## config.mk

```make
export PLATFORM = sky130hd
export DESIGN_NAME = uart_rx_param
export DESIGN_NICKNAME = d
export VERILOG_FILES = /design/src/rtl/uart_pkg.sv /design/src/rtl/uart_rx_sampler.sv /design/src/rtl/uart_rx_param.sv
export SDC_FILE = /design/constraint.sdc
export NUM_CORES = 1
export LEC_CHECK = 0
export CAP_MARGIN = 20
export CORE_MARGIN = 1.5
export CORE_UTILIZATION = 45
export CTS_BUF_LIST = sky130_fd_sc_hd__clkbuf_8
export CTS_CLUSTER_DIAMETER = 120
export CTS_CLUSTER_SIZE = 28
export DETAILED_ROUTE_END_ITERATION = 6
export SLEW_MARGIN = 20
export SYNTH_ARGS = -nofsm -noshare
export SYNTH_HDL_FRONTEND = slang
export SYNTH_SLANG_ARGS = --single-unit
```

## constraint.sdc

```tcl
create_clock -name clk -period 7.2 [get_ports clk]
set_input_delay 2.16 -clock clk [delete_from_list [all_inputs] [get_ports clk]]
set_output_delay 2.16 -clock clk [all_outputs]
set_load 0.005 [all_outputs]
```

## src/rtl/uart_pkg.sv

```systemverilog
// Shared types and constants for the parametrised UART receiver.
package uart_pkg;

    typedef enum logic [2:0] {
        IDLE,
        START,
        DATA,
        PARITY,
        STOP,
        DONE
    } rx_state_t;

    // Majority samples are taken at P/2-SAMPLE_OFS, P/2 and P/2+SAMPLE_OFS.
    localparam int SAMPLE_OFS     = 1;
    localparam int DATA_WIDTH_MIN = 5;
    localparam int DATA_WIDTH_MAX = 9;

endpackage

```

## src/rtl/uart_rx_sampler.sv

```systemverilog
// Line synchroniser, per-bit edge counter, frame bit counter and
// three-sample majority vote for the UART receiver.
module uart_rx_sampler
    import uart_pkg::*;
#(
    parameter int PRESCALE_W  = 6,
    parameter int SYNC_STAGES = 2,
    parameter int BIT_CNT_W   = 4
) (
    input  logic                  clk,
    input  logic                  rst,
    input  logic                  rx,
    input  logic [PRESCALE_W-1:0] prescale,
    input  logic                  active,
    output logic                  rxs,
    output logic                  bit_done,
    output logic                  bit_val,
    output logic                  bit_wrap,
    output logic [BIT_CNT_W-1:0]  bit_cnt
);

    localparam logic [PRESCALE_W-1:0] OFS     = PRESCALE_W'(SAMPLE_OFS);
    localparam logic [PRESCALE_W-1:0] ONE     = PRESCALE_W'(1);
    localparam logic [BIT_CNT_W-1:0]  BIT_ONE = BIT_CNT_W'(1);

    logic [SYNC_STAGES-1:0] sync_q;
    logic [PRESCALE_W-1:0]  edge_cnt;
    logic [PRESCALE_W-1:0]  half;
    logic                   samp_lo;
    logic                   samp_mid;

    // NOTE: synchroniser flops reset to 1 (idle line) so reset release never looks like a start edge.
    always_ff @(posedge clk or negedge rst) begin
        if (!rst) sync_q <= '1;
        else      sync_q <= {sync_q[SYNC_STAGES-2:0], rx};
    end

    assign rxs  = sync_q[SYNC_STAGES-1];
    assign half = {1'b0, prescale[PRESCALE_W-1:1]};

    // Counters sit at 0 while idle, so neither strobe can fire outside a frame.
    assign bit_wrap = (edge_cnt == prescale - ONE);
    assign bit_done = (edge_cnt == half + OFS);
    assign bit_val  = (samp_lo & samp_mid) | (samp_lo & rxs) | (samp_mid & rxs);

    // NOTE: clocked state uses non-blocking assignments so every flop sees pre-edge values.
    always_ff @(posedge clk or negedge rst) begin
        if (!rst) begin
            edge_cnt <= '0;
            bit_cnt  <= '0;
            samp_lo  <= 1'b0;
            samp_mid <= 1'b0;
        end else if (!active) begin
            edge_cnt <= '0;
            bit_cnt  <= '0;
        end else begin
            if (bit_wrap) begin
                edge_cnt <= '0;
                bit_cnt  <= bit_cnt + BIT_ONE;
            end else begin
                edge_cnt <= edge_cnt + ONE;
            end
            if (edge_cnt == half - OFS) samp_lo  <= rxs;
            if (edge_cnt == half)       samp_mid <= rxs;
        end
    end

endmodule

```

## src/rtl/uart_rx_param.sv

```systemverilog
// Parametrised UART receiver: frame FSM, shift register, parity/stop checks
// and registered output strobes on top of the oversampling sampler.
module uart_rx_param
    import uart_pkg::*;
#(
    parameter int DATA_WIDTH  = 8,
    parameter int PRESCALE_W  = 6,
    parameter int SYNC_STAGES = 2
) (
    input  logic                  clk,
    input  logic                  rst,
    input  logic                  RX_IN,
    input  logic [PRESCALE_W-1:0] Prescale,
    input  logic                  PAR_EN,
    input  logic                  PAR_TYP,
    input  logic                  STOP2,
    output logic [DATA_WIDTH-1:0] P_DATA,
    output logic                  data_valid,
    output logic                  par_err,
    output logic                  stop_err,
    output logic                  busy
);

    localparam int BIT_CNT_W = $clog2(DATA_WIDTH_MAX + 5);
    localparam logic [BIT_CNT_W-1:0] LAST_DATA_IDX = BIT_CNT_W'(DATA_WIDTH);

    if (DATA_WIDTH < DATA_WIDTH_MIN || DATA_WIDTH > DATA_WIDTH_MAX) begin : g_bad_width
        $error("uart_rx_param: DATA_WIDTH outside supported range");
    end

    rx_state_t             state, next_state;
    logic                  rxs, bit_done, bit_val, bit_wrap, active;
    logic [BIT_CNT_W-1:0]  bit_cnt, last_stop_idx;
    logic [PRESCALE_W-1:0] fr_prescale;
    logic                  fr_par_en, fr_par_typ, fr_stop2;
    logic [DATA_WIDTH-1:0] shift_q;
    logic                  par_flag_q, stop_flag_q;
    logic                  frame_end, stop_bad, valid_d, par_err_d, stop_err_d;

    // Counting starts in the detection cycle (edge 0) and stops on leaving the frame.
    assign active = (next_state != IDLE) && (next_state != DONE);
    assign last_stop_idx = LAST_DATA_IDX + BIT_CNT_W'(fr_par_en) + BIT_CNT_W'(fr_stop2)
                         + BIT_CNT_W'(1);

    uart_rx_sampler #(
        .PRESCALE_W  (PRESCALE_W),
        .SYNC_STAGES (SYNC_STAGES),
        .BIT_CNT_W   (BIT_CNT_W)
    ) u_sampler (
        .clk      (clk),
        .rst      (rst),
        .rx       (RX_IN),
        .prescale (fr_prescale),
        .active   (active),
        .rxs      (rxs),
        .bit_done (bit_done),
        .bit_val  (bit_val),
        .bit_wrap (bit_wrap),
        .bit_cnt  (bit_cnt)
    );

    always_ff @(posedge clk or negedge rst) begin
        if (!rst) state <= IDLE;
        else      state <= next_state;
    end

    // NOTE: next_state gets its default first, so no branch can infer a latch.
    always_comb begin
        next_state = state;
        unique case (state)
            IDLE:   if (!rxs) next_state = START;
            START:  if (bit_done && bit_val) next_state = IDLE;
                    else if (bit_wrap)       next_state = DATA;
            DATA:   if (bit_wrap && bit_cnt == LAST_DATA_IDX)
                        next_state = fr_par_en ? PARITY : STOP;
            PARITY: if (bit_wrap) next_state = STOP;
            STOP:   if (bit_done && bit_cnt == last_stop_idx) next_state = DONE;
            DONE:   next_state = IDLE;
            default: next_state = IDLE;
        endcase
    end

    // Strobes are computed on entry to DONE and registered, so they coincide with DONE.
    always_comb begin
        busy       = (state != IDLE);
        frame_end  = (state == STOP) && (next_state == DONE);
        stop_bad   = stop_flag_q || !bit_val;
        valid_d    = frame_end && !par_flag_q && !stop_bad;
        par_err_d  = frame_end && par_flag_q;
        stop_err_d = frame_end && stop_bad;
    end

    always_ff @(posedge clk or negedge rst) begin
        if (!rst) begin
            P_DATA      <= '0;
            data_valid  <= 1'b0;
            par_err     <= 1'b0;
            stop_err    <= 1'b0;
            shift_q     <= '0;
            par_flag_q  <= 1'b0;
            stop_flag_q <= 1'b0;
            fr_prescale <= '0;
            fr_par_en   <= 1'b0;
            fr_par_typ  <= 1'b0;
            fr_stop2    <= 1'b0;
        end else begin
            data_valid <= valid_d;
            par_err    <= par_err_d;
            stop_err   <= stop_err_d;
            if (valid_d) P_DATA <= shift_q;

            if (state == IDLE) begin
                par_flag_q  <= 1'b0;
                stop_flag_q <= 1'b0;
                if (!rxs) begin
                    fr_prescale <= Prescale;
                    fr_par_en   <= PAR_EN;
                    fr_par_typ  <= PAR_TYP;
                    fr_stop2    <= STOP2;
                end
            end

            if (state == DATA && bit_done)
                shift_q <= {bit_val, shift_q[DATA_WIDTH-1:1]};
            if (state == PARITY && bit_done)
                par_flag_q <= bit_val ^ (^shift_q) ^ fr_par_typ;
            if (state == STOP && bit_done && !bit_val)
                stop_flag_q <= 1'b1;
        end
    end

endmodule

```

==> results of run 1 <==
==> power breakdown <==
| group | switching, mW | leakage, nW | internal (mW) | total, mW |
|---|---|---|---|---|
| Sequential | 0.102 | 0.621 | 0.317 | 0.420 |
| Combinational | 0.266 | 0.655 | 0.229 | 0.495 |
| Clock | 0.0899 | 0.0581 | 0.103 | 0.193 |
| Total | 0.458 | 1.33 | 0.650 | 1.11 |
==> area by class of cell <==
cell class / instances / area, sq um / share of cell area
Inverter: 12 / 45.0 / 0.0147
Clock buffer: 5 / 68.8 / 0.0224
Multi-Input combinational cell: 184 / 1410 / 0.459
Sequential cell: 47 / 1180 / 0.384
Timing Repair Buffer: 24 / 235 / 0.0766
Clock inverter: 3 / 43.8 / 0.0143
Tap cell: 72 / 90.1 / 0.0293
==> metal layers <==
metal,global-route usage,vias to the layer above
met5,0,-
met3,0.0341,4
li1,-,914
met1,0.267,912
met4,0.0362,0
met2,0.261,30
==> worst paths after layout <==
kind,start,endpoint,slack [ps],cells past startpoint
setup / recovery,state[0],busy,3410,3
hold / removal,u_sampler.sync_q[0],u_sampler.sync_q[1],370,0
setup reg to reg,fr_prescale[2],shift_q[0],4400,7
hold reg to reg,u_sampler.sync_q[0],u_sampler.sync_q[1],370,0
max in group asynchronous,rst,u_sampler.samp_lo,4940,1
min in group asynchronous,rst,fr_par_en,1860,1
==> flip-flops by register name, indices dropped and copies added, names as in the netlist, 2 cells and up <==
| register | flops |
|---|---|
| u_sampler.bit_cnt | 4 |
| fr_prescale | 6 |
| u_sampler.edge_cnt | 6 |
| u_sampler.sync_q | 2 |
| state | 3 |
| shift_q | 8 |
| P_DATA | 8 |
==> stage by stage <==
| stage | instances | power, mW | setup WS [ps] | hold slack, ps |
|---|---|---|---|---|
| global placement | 339 | 0.912 | 3740 | 345 |
| CTS | 347 | 1.11 | 3410 | 365 |
| detailed placement | 339 | 0.918 | 3740 | 347 |
| floorplan | 255 | 0.811 | 4180 | 345 |
| global route | 347 | 1.20 | 3300 | 377 |
| finish | 347 | 1.11 | 3410 | 366 |
==> layout by cell type (no fill, tap or decap), drive strengths merged, types with 3 or more instances in the layout <==
| master | synthesis | layout |
|---|---|---|
| dfrtp | 45 | 45 |
| clkdlybuf4s50 | 0 | 22 |
| xor2 | 12 | 12 |
| nand2 | 15 | 15 |
| a31oi | 3 | 3 |
| xnor2 | 23 | 23 |
| mux2i | 5 | 5 |
| o21ai | 9 | 9 |
| and2 | 3 | 3 |
| nand2b | 6 | 6 |
| nor3 | 7 | 7 |
| o31ai | 3 | 3 |
| mux2 | 21 | 21 |
| inv | 12 | 12 |
| nor2 | 20 | 20 |
| clkbuf | 6 | 5 |
| nand3 | 9 | 9 |
| ha | 8 | 8 |
| a21oi | 4 | 4 |
==> worst register-to-register path, stage by stage (launching register included) <==
cell and delay (ps):
sky130_fd_sc_hd__dfrtp_1 560, sky130_fd_sc_hd__inv_1 140, sky130_fd_sc_hd__ha_1 300, sky130_fd_sc_hd__xor2_1 190, sky130_fd_sc_hd__a211oi_1 320, sky130_fd_sc_hd__nand3_1 200, sky130_fd_sc_hd__nor4_4 570, sky130_fd_sc_hd__mux2_2 410
==> cell families (layout without fill, tap and decap cells) <==
kind of cell	count (synthesis)	count (layout)	share of synthesized area
xor gates and xnor gates	35	35	0.117
muxes	26	26	0.107
and+or+nand+nor	80	80	0.170
AOI/OAI and AO/OA	34	34	0.0899
adders and majority gates	9	9	0.0410
buffers and inverters	24	44	0.0363
DFF	47	47	0.439
==> reports/qor.log, run 1 <==
[timing] unrepaired setup endpoints after global routing no
[route] Detailed Route Iter0 Violations 131
[placement] post-DP HPWL 3750 um
[yosys] fraction of synthesis flops using an asynchronous set or reset pin 1.00
[finish] final core utilization 0.544
[floorplan] Die Ht 80.3 um
[clock_network] level count of the clock H-tree 2
[clock_network] clock tree from TritonCTS built
[grt] largest net degree at the start of global routing 48
[grt] Total Routing Usage GR 0.177
[finish] cell area after layout 0.00307 sq mm
[job] Maximum Capacitance Violations 0
[worst_hold_path] worst min-delay path category reg -> reg
[critical_path] cell breakdown of the critical path nor3_1, inv_1, clkdlybuf4s50_1
[critical_path] family with the most delay on the worst path buffers and inverters
[critical_path] highest net fanout along the worst path 9
[timing] Period minus WS final 3790 ps
[critical_path] slowest stage delay, CP 500 ps
[pwr] Lkg Pwr 1.33 nW
[pwr] worst vdd ir 0.219 mV
[clock_network] maximum buffer depth of the clock tree 2
[floorplan] total I/O pin count 24
[grt] number of global-route vias before repair 1767
[clock_network] Post-CTS Hold Fix Bufs 0
[yosys] average cell area after synthesis 10.5 sq um
[route] Antenna Violating Nets Remaining 0
[clock_network] clock transition time at the flip-flop clock pins of the worst setup and hold paths 90 ps
[timing] final setup vio count 0
[finish] Filler cells 493
[finish] growth of design area from synthesis to finish 14.3%
[timing] Max Slew Vio Count 0
[yosys] Yosys top cell area share 0.419
[pwr] Pwr Density 361 mW/mm^2
[grt] leftover overflow at the end of global routing 0
[floorplan] core region area 0.00564 sq mm
[clock_network] number of clock buffers inserted by TritonCTS 5
[timing] hold violation count in the final report 0
[yosys] synth unique cells 52
[timing] highest attainable clock frequency 264 MHz
[route] length of the first detailed-routing pass in iterations 4
[finish] diode insertion count for antenna repair 0
[floorplan] die area 0.00644 sq mm
[floorplan] effective utilization at floorplan 0.476
[grt] global-route wire length before repair 8820 um
[yosys] dominant cells by area after synthesis sky130_fd_sc_hd__dfrtp_1, sky130_fd_sc_hd__mux2_2, sky130_fd_sc_hd__xnor2_1
[route] met3 WL 147 um
[placement] area of placed instances 0.00296 sq mm
[yosys] commonest cells in the synthesized netlist sky130_fd_sc_hd__dfrtp_1, sky130_fd_sc_hd__xnor2_1, sky130_fd_sc_hd__mux2_2, sky130_fd_sc_hd__nor2_1, sky130_fd_sc_hd__nand2_1
[route] detailed-route wire length on metal 1 2660 um
[clock_network] Clock Latency Late Sink 300 ps
[finish] number of nets at the end of the flow 294
[critical_path] number of buffers and inverters on the critical path 2
[route] Routed WL 5130 um
[clock_network] CTS sink cnt 47
[floorplan] number of rows in the core area 27
[finish] fraction of final layout cells sized beyond drive strength 1 0.145
[yosys] count of state elements after synthesis 47
[yosys] post-synthesis instance area 0.00269 sq mm
[yosys] number of instances in the synthesized netlist 255
[route] DRC violation count after routing 0
[route] Via density 5.36
[critical_path] kind of start point of the critical path flop
[clock_network] post-cts gate resize count 0
[clock_network] clock root buffer master sky130_fd_sc_hd__clkbuf_8
[yosys] most used flip-flop cell after synthesis sky130_fd_sc_hd__dfrtp_1
[timing] Fin Clk Skew 6.58 ps
[route] Top Metal Used met4
[timing] transition time at the pin with the least slew margin 657 ps
[placement] final weighted congestion of routability-driven global placement 0.791
[grt] antenna violations before repair 0
[floorplan] Horiz. Die Dim 80.3 um
[placement] PortBufs 23
[yosys] most frequent cell after synthesis sky130_fd_sc_hd__dfrtp_1
[yosys] number of warnings issued by yosys 0
[outcome] result of the run completed
[route] wire length per cell 14.8 um
[timing] portion of the clock cycle consumed by the worst path in the final layout 0.526
[timing] headroom to the max-slew limit 0.556
[timing] final-layout setup total negative slack 0 ps
[route] met2 routed WL 2290 um
[critical_path] crit end category output port
[yosys] fraction of the yosys area taken by sequential cells 0.439
[critical_path] WP data arrival 1630 ps
[critical_path] data required time of the worst path 5040 ps
[critical_path] startpoint-to-endpoint class of the critical path reg -> out
[yosys] largest area contributor in the netlist sky130_fd_sc_hd__dfrtp_1
[clock_network] Post-CTS Setup Inserts 0
[route] routed via count 1860
[yosys] number of synthesized flops with an enable pin 0
[yosys] Synthesized Nets 275
[critical_path] Crit-path slowest cell sky130_fd_sc_hd__dfrtp_1
(Power assumes the default switching activity.)
==> run 2: changes to the inputs <==
PLACE_DENSITY = 0.67   (was default)
clock period = 3.1 ns   (was 7.2 ns; I/O delays follow)
==> reports/qor.log, run 2 (synthesis gave the netlist of run 1 again) <==
[outcome] result of the run completed [unchanged]
[critical_path] worst setup path startpoint fr_prescale[2] [was state[0]]
[grt] number of global-route vias before repair 1834 [was 1767]
[timing] unrepaired setup endpoints after global routing no [unchanged]
[timing] final worst setup slack 434 ps [was 3410 ps]
[finish] multi-input gate area in the final layout 0.00141 sq mm [unchanged]
[finish] area occupied by registers 0.00118 sq mm [unchanged]
[timing] transition time at the pin with the least slew margin 784 ps [was 657 ps]
[clock_network] Clock Latency Late Sink 320 ps [was 300 ps]
[floorplan] number of rows in the core area 27 [unchanged]
[pwr] clock network fraction of design power 0.158 [was 0.174]
[worst_hold_path] worst min-delay path category reg -> reg [unchanged]
[pwr] worst vdd ir 0.389 mV [was 0.219 mV]
[pwr] Lkg Pwr 1.33 nW [about the same]
[critical_path] worst reg-to-reg setup slack 430 ps [was 4400 ps]
[timing] Max Slew Vio Count 0 [unchanged]
[timing] final setup vio count 0 [unchanged]
[clock_network] clock root buffer master sky130_fd_sc_hd__clkbuf_8 [unchanged]
[clock_network] Post-CTS Hold Fix Bufs 0 [unchanged]
[grt] antenna violations before repair 0 [unchanged]
[critical_path] r2r startpoint fr_prescale[2] [unchanged]
[route] Detailed Route Iter0 Violations 107 [was 131]
[clock_network] level count of the clock H-tree 2 [unchanged]
[critical_path] kind of start point of the critical path flop [unchanged]
[pwr] switch share 0.437 [was 0.414]
[critical_path] worst setup path endpoint P_DATA[1] [was busy]
[clock_network] Post-CTS Setup Inserts 0 [unchanged]
[finish] fraction of final layout cells sized beyond drive strength 1 0.152 [was 0.145]
[pwr] Comb power frac 0.461 [was 0.447]
[route] Routed WL 5290 um [was 5130 um]
[timing] final-layout setup total negative slack 0 ps [unchanged]
[route] routed via count 1905 [was 1860]
[clock_network] CTS sink cnt 47 [unchanged]
[timing] portion of the clock cycle consumed by the worst path in the final layout 0.860
[critical_path] highest net fanout along the worst path 10 [was 9]
[floorplan] core region area 0.00564 sq mm [unchanged]
[timing] headroom to the max-slew limit 0.476 [was 0.556]
[timing] WHS 383 ps [was 366 ps]
[placement] pre-CTS worst setup slack 410 ps [was 3740 ps]
[clock_network] number of clock buffers inserted by TritonCTS 5 [unchanged]
[clock_network] clock tree from TritonCTS built [unchanged]
[critical_path] reg2reg path depth 8 [was 7]
[floorplan] total I/O pin count 24 [unchanged]
[route] length of the first detailed-routing pass in iterations 4 [unchanged]
[finish] final core utilization 0.543 [was 0.544]
[placement] area of placed instances 0.00297 sq mm [was 0.00296 sq mm]
[placement] PortBufs 23 [unchanged]
[job] Maximum Capacitance Violations 0 [unchanged]
[pwr] Net Switching 1.11 mW [was 458 uW]
[finish] Filler cells 505 [was 493]
[placement] post-DP HPWL 3800 um [was 3750 um]
[pwr] Pwr Density 830 mW/mm^2 [was 361 mW/mm^2]
[route] Via density 5.46 [was 5.36]
[placement] final weighted congestion of routability-driven global placement 0.844 [was 0.791]
[floorplan] Die Ht 80.3 um [unchanged]
[finish] growth of design area from synthesis to finish 14.1% [was 14.3%]
[grt] Total Routing Usage GR 0.183 [was 0.177]
[critical_path] data required time of the worst path 3300 ps [was 5040 ps]
[timing] hold violation count in the final report 0 [unchanged]
[clock_network] maximum buffer depth of the clock tree 2 [unchanged]
[finish] diode insertion count for antenna repair 0 [unchanged]
[timing] Fin Clk Skew 11.9 ps [was 6.58 ps]
[critical_path] critical register-to-register path endpoint P_DATA[1] [was shift_q[0]]
[clock_network] post-cts gate resize count 0 [unchanged]
[route] wire length per cell 15.2 um [was 14.8 um]
[timing] Period minus WS final 2670 ps
[finish] cell area after layout 0.00306 sq mm [was 0.00307 sq mm]
[finish] most common library cell in the layout ignoring fill and taps sky130_fd_sc_hd__dfrtp_1 [unchanged]
[finish] leading cell types in the layout, fill and taps excluded sky130_fd_sc_hd__dfrtp_1, sky130_fd_sc_hd__xnor2_1, sky130_fd_sc_hd__clkdlybuf4s50_1 [unchanged]
[route] Antenna Violating Nets Remaining 0 [unchanged]
[finish] top flop regs P_DATA (8), shift_q (8) [unchanged]
[floorplan] effective utilization at floorplan 0.476 [unchanged]
[finish] number of nets at the end of the flow 296 [was 294]
[grt] global-route wire length before repair 8910 um [was 8820 um]
[grt] largest net degree at the start of global routing 48 [unchanged]
[timing] highest attainable clock frequency 375 MHz
[critical_path] startpoint-to-endpoint class of the critical path reg -> reg [was reg -> out]
[critical_path] WP data arrival 2870 ps [was 1630 ps]
[grt] leftover overflow at the end of global routing 0 [unchanged]
[floorplan] die area 0.00644 sq mm [unchanged]
[pwr] relative contribution of sequential cells to total power 0.381 [was 0.379]
[clock_network] clock transition time at the flip-flop clock pins of the worst setup and hold paths 100 ps [was 90 ps]
[route] DRC violation count after routing 0 [unchanged]
[pwr] Int Pwr 1.43 mW [was 650 uW]
[floorplan] Horiz. Die Dim 80.3 um [unchanged]
[critical_path] crit end category flop [was output port]
run 2: through the flow:
stage / power (mW) / instances
6_report: 2.54 / 349
5_1_grt: 2.76 / 349
4_1_cts: 2.56 / 349
3_5_place_dp: 2.15 / 341
3_3_place_gp: 2.12 / 341
2_1_floorplan: 1.88 / 255
run 2: power by group through the flow:
stage	combinational (mW)	sequential, mW	clock, mW
3_5_place_dp	1.17	0.980	0
3_3_place_gp	1.14	0.976	0
4_1_cts	1.18	0.968	0.411
2_1_floorplan	1.06	0.826	0
6_report	1.17	0.969	0.401
5_1_grt	1.32	0.998	0.434
run 2: how the worst min path moves through the flow:
stage | cells past startpoint | from | to | slack (ps)
5_1_grt | 0 | u_sampler.sync_q[0] | u_sampler.sync_q[1] | 380
6_report | 0 | u_sampler.sync_q[0] | u_sampler.sync_q[1] | 380
2_1_floorplan | 0 | u_sampler.sync_q[0] | u_sampler.sync_q[1] | 350
3_5_place_dp | 0 | u_sampler.sync_q[0] | u_sampler.sync_q[1] | 360
4_1_cts | 0 | u_sampler.sync_q[0] | u_sampler.sync_q[1] | 380
3_3_place_gp | 0 | u_sampler.sync_q[0] | u_sampler.sync_q[1] | 350
run 2: cell type report:
type | count | area share
Clock buffer | 5 | 0.0225
Clock inverter | 3 | 0.00776
Inverter | 12 | 0.0147
Multi-Input combinational cell | 184 | 0.460
Sequential cell | 47 | 0.385
Tap cell | 72 | 0.0294
Timing Repair Buffer | 26 | 0.0808
run 2: critical path, cell delays in order, from the launching register on:
cell                       delay [ps]
sky130_fd_sc_hd__dfrtp_1          530
sky130_fd_sc_hd__inv_1            120
sky130_fd_sc_hd__ha_1             300
sky130_fd_sc_hd__xor2_1           190
sky130_fd_sc_hd__a211oi_1         300
sky130_fd_sc_hd__and4_1           260
sky130_fd_sc_hd__nand2_1          100
sky130_fd_sc_hd__nor3_4           390
sky130_fd_sc_hd__mux2_2           380
run 2: metal layers:
| layer | track usage | wire (um) |
|---|---|---|
| met3 | 0.0341 | 202 |
| met1 | 0.256 | 2580 |
| met2 | 0.282 | 2420 |
| met5 | 0 | 0 |
| met4 | 0.0672 | 90 |
==> RTL change 1 (flow settings as in run 2) <==
The 6 states of `rx_state_t` get a one-hot encoding in 6 bits.
--- a/src/rtl/uart_pkg.sv
+++ b/src/rtl/uart_pkg.sv
@@ -2,11 +2,11 @@
 package uart_pkg;
 
-    typedef enum logic [2:0] {
-        IDLE,
-        START,
-        DATA,
-        PARITY,
-        STOP,
-        DONE
+    typedef enum logic [5:0] {
+        IDLE   = 6'b000001,
+        START  = 6'b000010,
+        DATA   = 6'b000100,
+        PARITY = 6'b001000,
+        STOP   = 6'b010000,
+        DONE   = 6'b100000
     } rx_state_t;
 
Behaviour: no difference found for any inputs over 10 cycles, from zero or initial values and one cycle with rst low; not proved beyond that.
==> RTL change 1 against run 2 <==
Routed wire length increased by 4.1%; core utilization decreased by 0.10 points; design area increased by 7.2%; critical path type is now register to output port; sequential cell count increased by 3; worst setup slack got worse by 200 ps; total power decreased by 4.5%; largest power group unchanged; count of clock-buffer cells in the layout increased by 1; synthesized area increased by 7.3%; register-to-register slack got worse by 100 ps.
==> RTL change 1: results (changes against run 2) <==
Outcome
  – Status: finished clean (unchanged)

Global route
  – GRT Resource Usage Total: 0.170 (was 0.183)
  – Met1 Resource Use GR: 0.239 (was 0.256)
  – Met2 usage in global routing: 0.258 (was 0.282)
  – Largest net degree at the start of global routing: 39 (was 48)
  – Met3 Usage GRT: 0.0338 (was 0.0341)
  – First-pass GRT wire length: 9530 um (was 8910 um)

Place
  – Placed wire-length estimate: 4080 um (was 3800 um)
  – Dpl ws: 363 ps (was 410 ps)
  – Placed inst area: 0.00316 sq mm (was 0.00297 sq mm)
  – RD Place Congestion: 0.903 (was 0.844)
  – Placed Cells: 363 (was 341)

Critical path
  – R2R Setup Slk: 330 ps (was 430 ps)
  – Crit path from: state[5] (was fr_prescale[2])
  – Worst r2r path cells: 7 (was 8)
  – CP arrival: 1930 ps (was 2870 ps)
  – Worst path slowest cell: clkdlybuf4s50_1 (was dfrtp_1)
  – R2R Path End: P_DATA[5] (was P_DATA[1])

Logic synthesis
  – Cell count after synthesis: 272 (was 255)
  – Mux contribution to synthesized area: 0.0842 (was 0.107)
  – Main area contributors after synthesis: dfrtp_1 (41%), xnor2_1 (6.1%), xor2_1 (4.9%) (was dfrtp_1 (42%), mux2_2 (8.4%), xnor2_1 (7.2%))
  – Adder-cell share of the synthesized area: 0.0382 (was 0.0410)
  – Post-synthesis compound-gate area fraction: 0.112 (was 0.0899)
  – Post-synthesis sequential area ratio: 0.435 (was 0.439)
  – Synth top cells by count: dfrtp_1 (47), xnor2_1 (20), nand2_1 (19) (was dfrtp_1 (45), xnor2_1 (22), mux2_2 (20), nor2_1 (20), nand2_1 (15))
  – Syn nets: 292 (was 275)

Finish
  – Seq Cell Count: 50 (was 47)
  – Fill count: 538 (was 505)
  – Nets: 315 (was 296)
  – Clock buf/inv share: 0.0369 (was 0.0302)
  – Non-clock buffer share: 0.0823 (was 0.0808)
  – Comb_multi_in: 196 (was 184)
  – Bufs w/o clock: 29 (was 26)
  – Layout Utilization: 0.542 (was 0.543)
  – Signal inverters: 13 (was 12)

Timing
  – Rel. slew slack: 0.457 (was 0.476)
  – Final worst setup slack: 239 ps (was 434 ps)

Route
  – WL met1: 2610 um (was 2580 um)
  – Vias per inst: 5.43 (was 5.46)
  – WL met2: 2530 um (was 2420 um)
  – Via count: 2016 (was 1905)
  – WL final: 5510 um (was 5290 um)

Pwr
  – Worst ir drop on vdd: 0.000423 V (was 0.000389 V)
  – NetSw: 948 uW (was 1.11 mW)
  – Lkg Pwr: 1.41 nW (was 1.33 nW)
-- RTL change 1: cell count changes in the layout (fill, tap and decap cells not counted), sizes merged, moves of 4 or more --
cell / run 2 / this run
nand2b: 6 / 2
mux2i: 5 / 1
o31ai: 3 / 7
o21ai: 9 / 13
nor3: 7 / 13
nor2: 20 / 14
nand2: 15 / 19
xor2: 12 / 16
-- RTL change 1: worst register-to-register path, delay by kind of cell, from the launching register on --
family | cells | cell delay [ps]
XOR/XNOR | 1 | 250
buffers and inverters | 1 | 140
multiplexers | 1 | 350
adder cells (fa/ha/maj) | 1 | 310
AND/OR/NAND/NOR | 3 | 1040
flip-flops | 1 | 570
-- RTL change 1: power by group through the flow --
stage	registers (mW)	clock network (mW)	logic [mW]
floorplan	0.834	0	0.889
global placement	0.907	0	1.02
detailed placement	0.913	0	1.04
finish	0.900	0.492	1.04
global route	0.920	0.528	1.17
CTS	0.899	0.507	1.04
==> RTL change 2 (flow settings as in run 2) <==
Without the edit above. `PRESCALE_W` is set to 6 in 2 places; all go to 3.
--- a/src/rtl/uart_rx_sampler.sv
+++ b/src/rtl/uart_rx_sampler.sv
@@ -4,5 +4,5 @@
     import uart_pkg::*;
 #(
-    parameter int PRESCALE_W  = 6,
+    parameter int PRESCALE_W  = 3,
     parameter int SYNC_STAGES = 2,
     parameter int BIT_CNT_W   = 4
--- a/src/rtl/uart_rx_param.sv
+++ b/src/rtl/uart_rx_param.sv
@@ -5,5 +5,5 @@
 #(
     parameter int DATA_WIDTH  = 8,
-    parameter int PRESCALE_W  = 6,
+    parameter int PRESCALE_W  = 3,
     parameter int SYNC_STAGES = 2
 ) (
Ports: changed (resized Prescale); port bits go from 24 to 21. No check against the original RTL was run, so the function may have changed too.
==> RTL change 2 against run 2 <==
Cell count is 28% lower; critical path depth is 5 lower; design area is 20% lower; synthesized area is 21% lower; worst setup slack worse by 4.8 ps; register-to-register slack better by 240 ps; routed wire length is 31% lower; total power is 11% lower; count of clock-buffer cells in the layout is 1 higher; sequential cell count is 6 lower; critical path type is now register to output port.
==> RTL change 2: results (changes against run 2) <==
Route
  – Vias per inst: 5.37 (was 5.46)
  – Via count: 1359 (was 1905)
  – Initial DRC count: 59 (was 107)
  – First drt pass iteration count: 6 (was 4)
  – Avg WL per Cell: 14.4 um (was 15.2 um)

Pwr
  – Lkg Pwr: 1.11 nW (was 1.33 nW)
  – NetSw: 866 uW (was 1.11 mW)
  – Worst ir drop on vdd: 0.000500 V (was 0.000389 V)

Logic synthesis
  – Syn nets: 195 (was 275)
  – Main area contributors after synthesis: dfrtp_1 (46%), mux2_4 (5.7%), xnor2_1 (5.4%) (was dfrtp_1 (42%), mux2_2 (8.4%), xnor2_1 (7.2%))
  – Area share of the largest cell type after synthesis: 0.462 (was 0.419)
  – Synth warnings: 0 (unchanged)
  – Synth top cells by count: dfrtp_1 (39), nand2_1 (16), xnor2_1 (13) (was dfrtp_1 (45), xnor2_1 (22), mux2_2 (20), nor2_1 (20), nand2_1 (15))
  – Post-synthesis sequential area ratio: 0.487 (was 0.439)
  – Cell count after synthesis: 179 (was 255)
  – Synth cell types: 41 (was 52)
  – Top FF cell, synth: dfrtp_1 (unchanged)

Clocking
  – Cts bufs inserted: 5 (unchanged)
  – Worst-path clk slew: 70 ps (was 100 ps)
  – PostCTS Resize Cnt: 0 (unchanged)
  – CTS H-tree depth: 2 (unchanged)
  – Clock Latency Late Sink: 300 ps (was 320 ps)
  – CTS root buffer: clkbuf_8 (unchanged)
  – CTS Buffer Depth: 2 (unchanged)
  – Post-CTS Setup Bufs: 0 (unchanged)

Outcome
  – Status: finished clean (unchanged)

Critical path
  – CP arrival: 1740 ps (was 2870 ps)
  – Delay of the slowest critical-path stage: 480 ps (was 530 ps)
  – Crit path from: state[0] (was fr_prescale[2])
  – RR Startpoint: fr_prescale[1] (was fr_prescale[2])
  – Worst path slowest cell: dfrtp_1 (unchanged)
  – R2R Path End: P_DATA[7] (was P_DATA[1])
  – Worst r2r path cells: 7 (was 8)
  – R2R Setup Slk: 670 ps (was 430 ps)
  – CP endpoint: busy (was P_DATA[1])
  – CP Max Fanout: 9 (was 10)

Timing
  – Setup Skew: 7.78 ps (was 11.9 ps)
  – Worst Tran Pin Value: 888 ps (was 784 ps)

Place
  – Placed wire-length estimate: 2620 um (was 3800 um)
  – Placed inst area: 0.00233 sq mm (was 0.00297 sq mm)
  – Number of port buffers: 20 (was 23)
  – RD Place Congestion: 0.888 (was 0.844)

Finish
  – Nets: 216 (was 296)
  – Share of cells above drive strength 1: 0.119 (was 0.152)
  – Largest regs: P_DATA (8), shift_q (8), u_sampler.bit_cnt (4) (was P_DATA (8), shift_q (8))
  – # diodes: 0 (unchanged)

Global route
  – Vias in the first global route: 1355 (was 1834)
  – First-pass GRT wire length: 6270 um (was 8910 um)
  – GRT Resource Usage Total: 0.161 (was 0.183)
  – Largest net degree at the start of global routing: 42 (was 48)

Worst hold path
  – HP Class: register to register (unchanged)
  – Worst Hold Path Cells: 0 (unchanged)
[RTL change 2: worst max-delay path, delay by kind of cell (launching register included)]
| kind | cells | cell delay (ps) |
|---|---|---|
| buf+inv | 2 | 580 |
| flops | 1 | 480 |
| simple gates | 1 | 380 |
[RTL change 2: metrics by stage]
| stage | hold WS [ps] | setup WS [ps] |
|---|---|---|
| final | 359 | 429 |
| after global routing | 361 | 310 |
| after CTS | 360 | 413 |
| after detailed placement | 349 | 684 |
| after global placement | 347 | 722 |
| after floorplan | 345 | 959 |
[RTL change 2: power by group through the flow]
| stage | combinational (mW) | sequential [mW] | clock, mW |
|---|---|---|---|
| floorplan | 0.872 | 0.750 | 0 |
| CTS | 1.03 | 0.801 | 0.452 |
| global placement | 0.989 | 0.804 | 0 |
| detailed placement | 1.02 | 0.808 | 0 |
| finish | 1.02 | 0.801 | 0.440 |
| global route | 1.13 | 0.826 | 0.475 |
[RTL change 2: layer usage]
metal | GRT usage | vias to the layer above | share of wire | routed length, um
li1 | - | 656 | - | -
met1 | 0.208 | 667 | 0.48 | 1730
met2 | 0.254 | 30 | 0.47 | 1710
met3 | 0.0577 | 6 | 0.043 | 157
met4 | 0.0566 | 0 | 0.011 | 40
met5 | 0 | - | 0 | 0
[RTL change 2: cells by family after synthesis]
| kind of cell | share of synthesized area |
|---|---|
| fa+ha+maj | 0.0462 |
| xor+xnor | 0.105 |
| mux | 0.110 |
| simple gates | 0.149 |
| buf+inv | 0.0367 |
| compound gates | 0.0658 |
| flops | 0.487 |
[RTL change 2: worst min path at each step]
stage / from / endpoint / slack [ps]
after global placement: u_sampler.sync_q[0] / u_sampler.sync_q[1] / 350
after global routing: u_sampler.sync_q[0] / u_sampler.sync_q[1] / 360
after floorplan: u_sampler.sync_q[0] / u_sampler.sync_q[1] / 350
final: u_sampler.sync_q[0] / u_sampler.sync_q[1] / 360
after CTS: u_sampler.sync_q[0] / u_sampler.sync_q[1] / 360
after detailed placement: u_sampler.sync_q[0] / u_sampler.sync_q[1] / 350
[RTL change 2: area by class of cell]
class,instances,area [sq um]
Clock buffer,6,82.6
Multi-Input combinational cell,123,1000
Clock inverter,2,33.8
Sequential cell,41,1030
Timing Repair Buffer,20,195
Fill cell,396,2000
Inverter,9,33.8
Tap cell,52,65.1
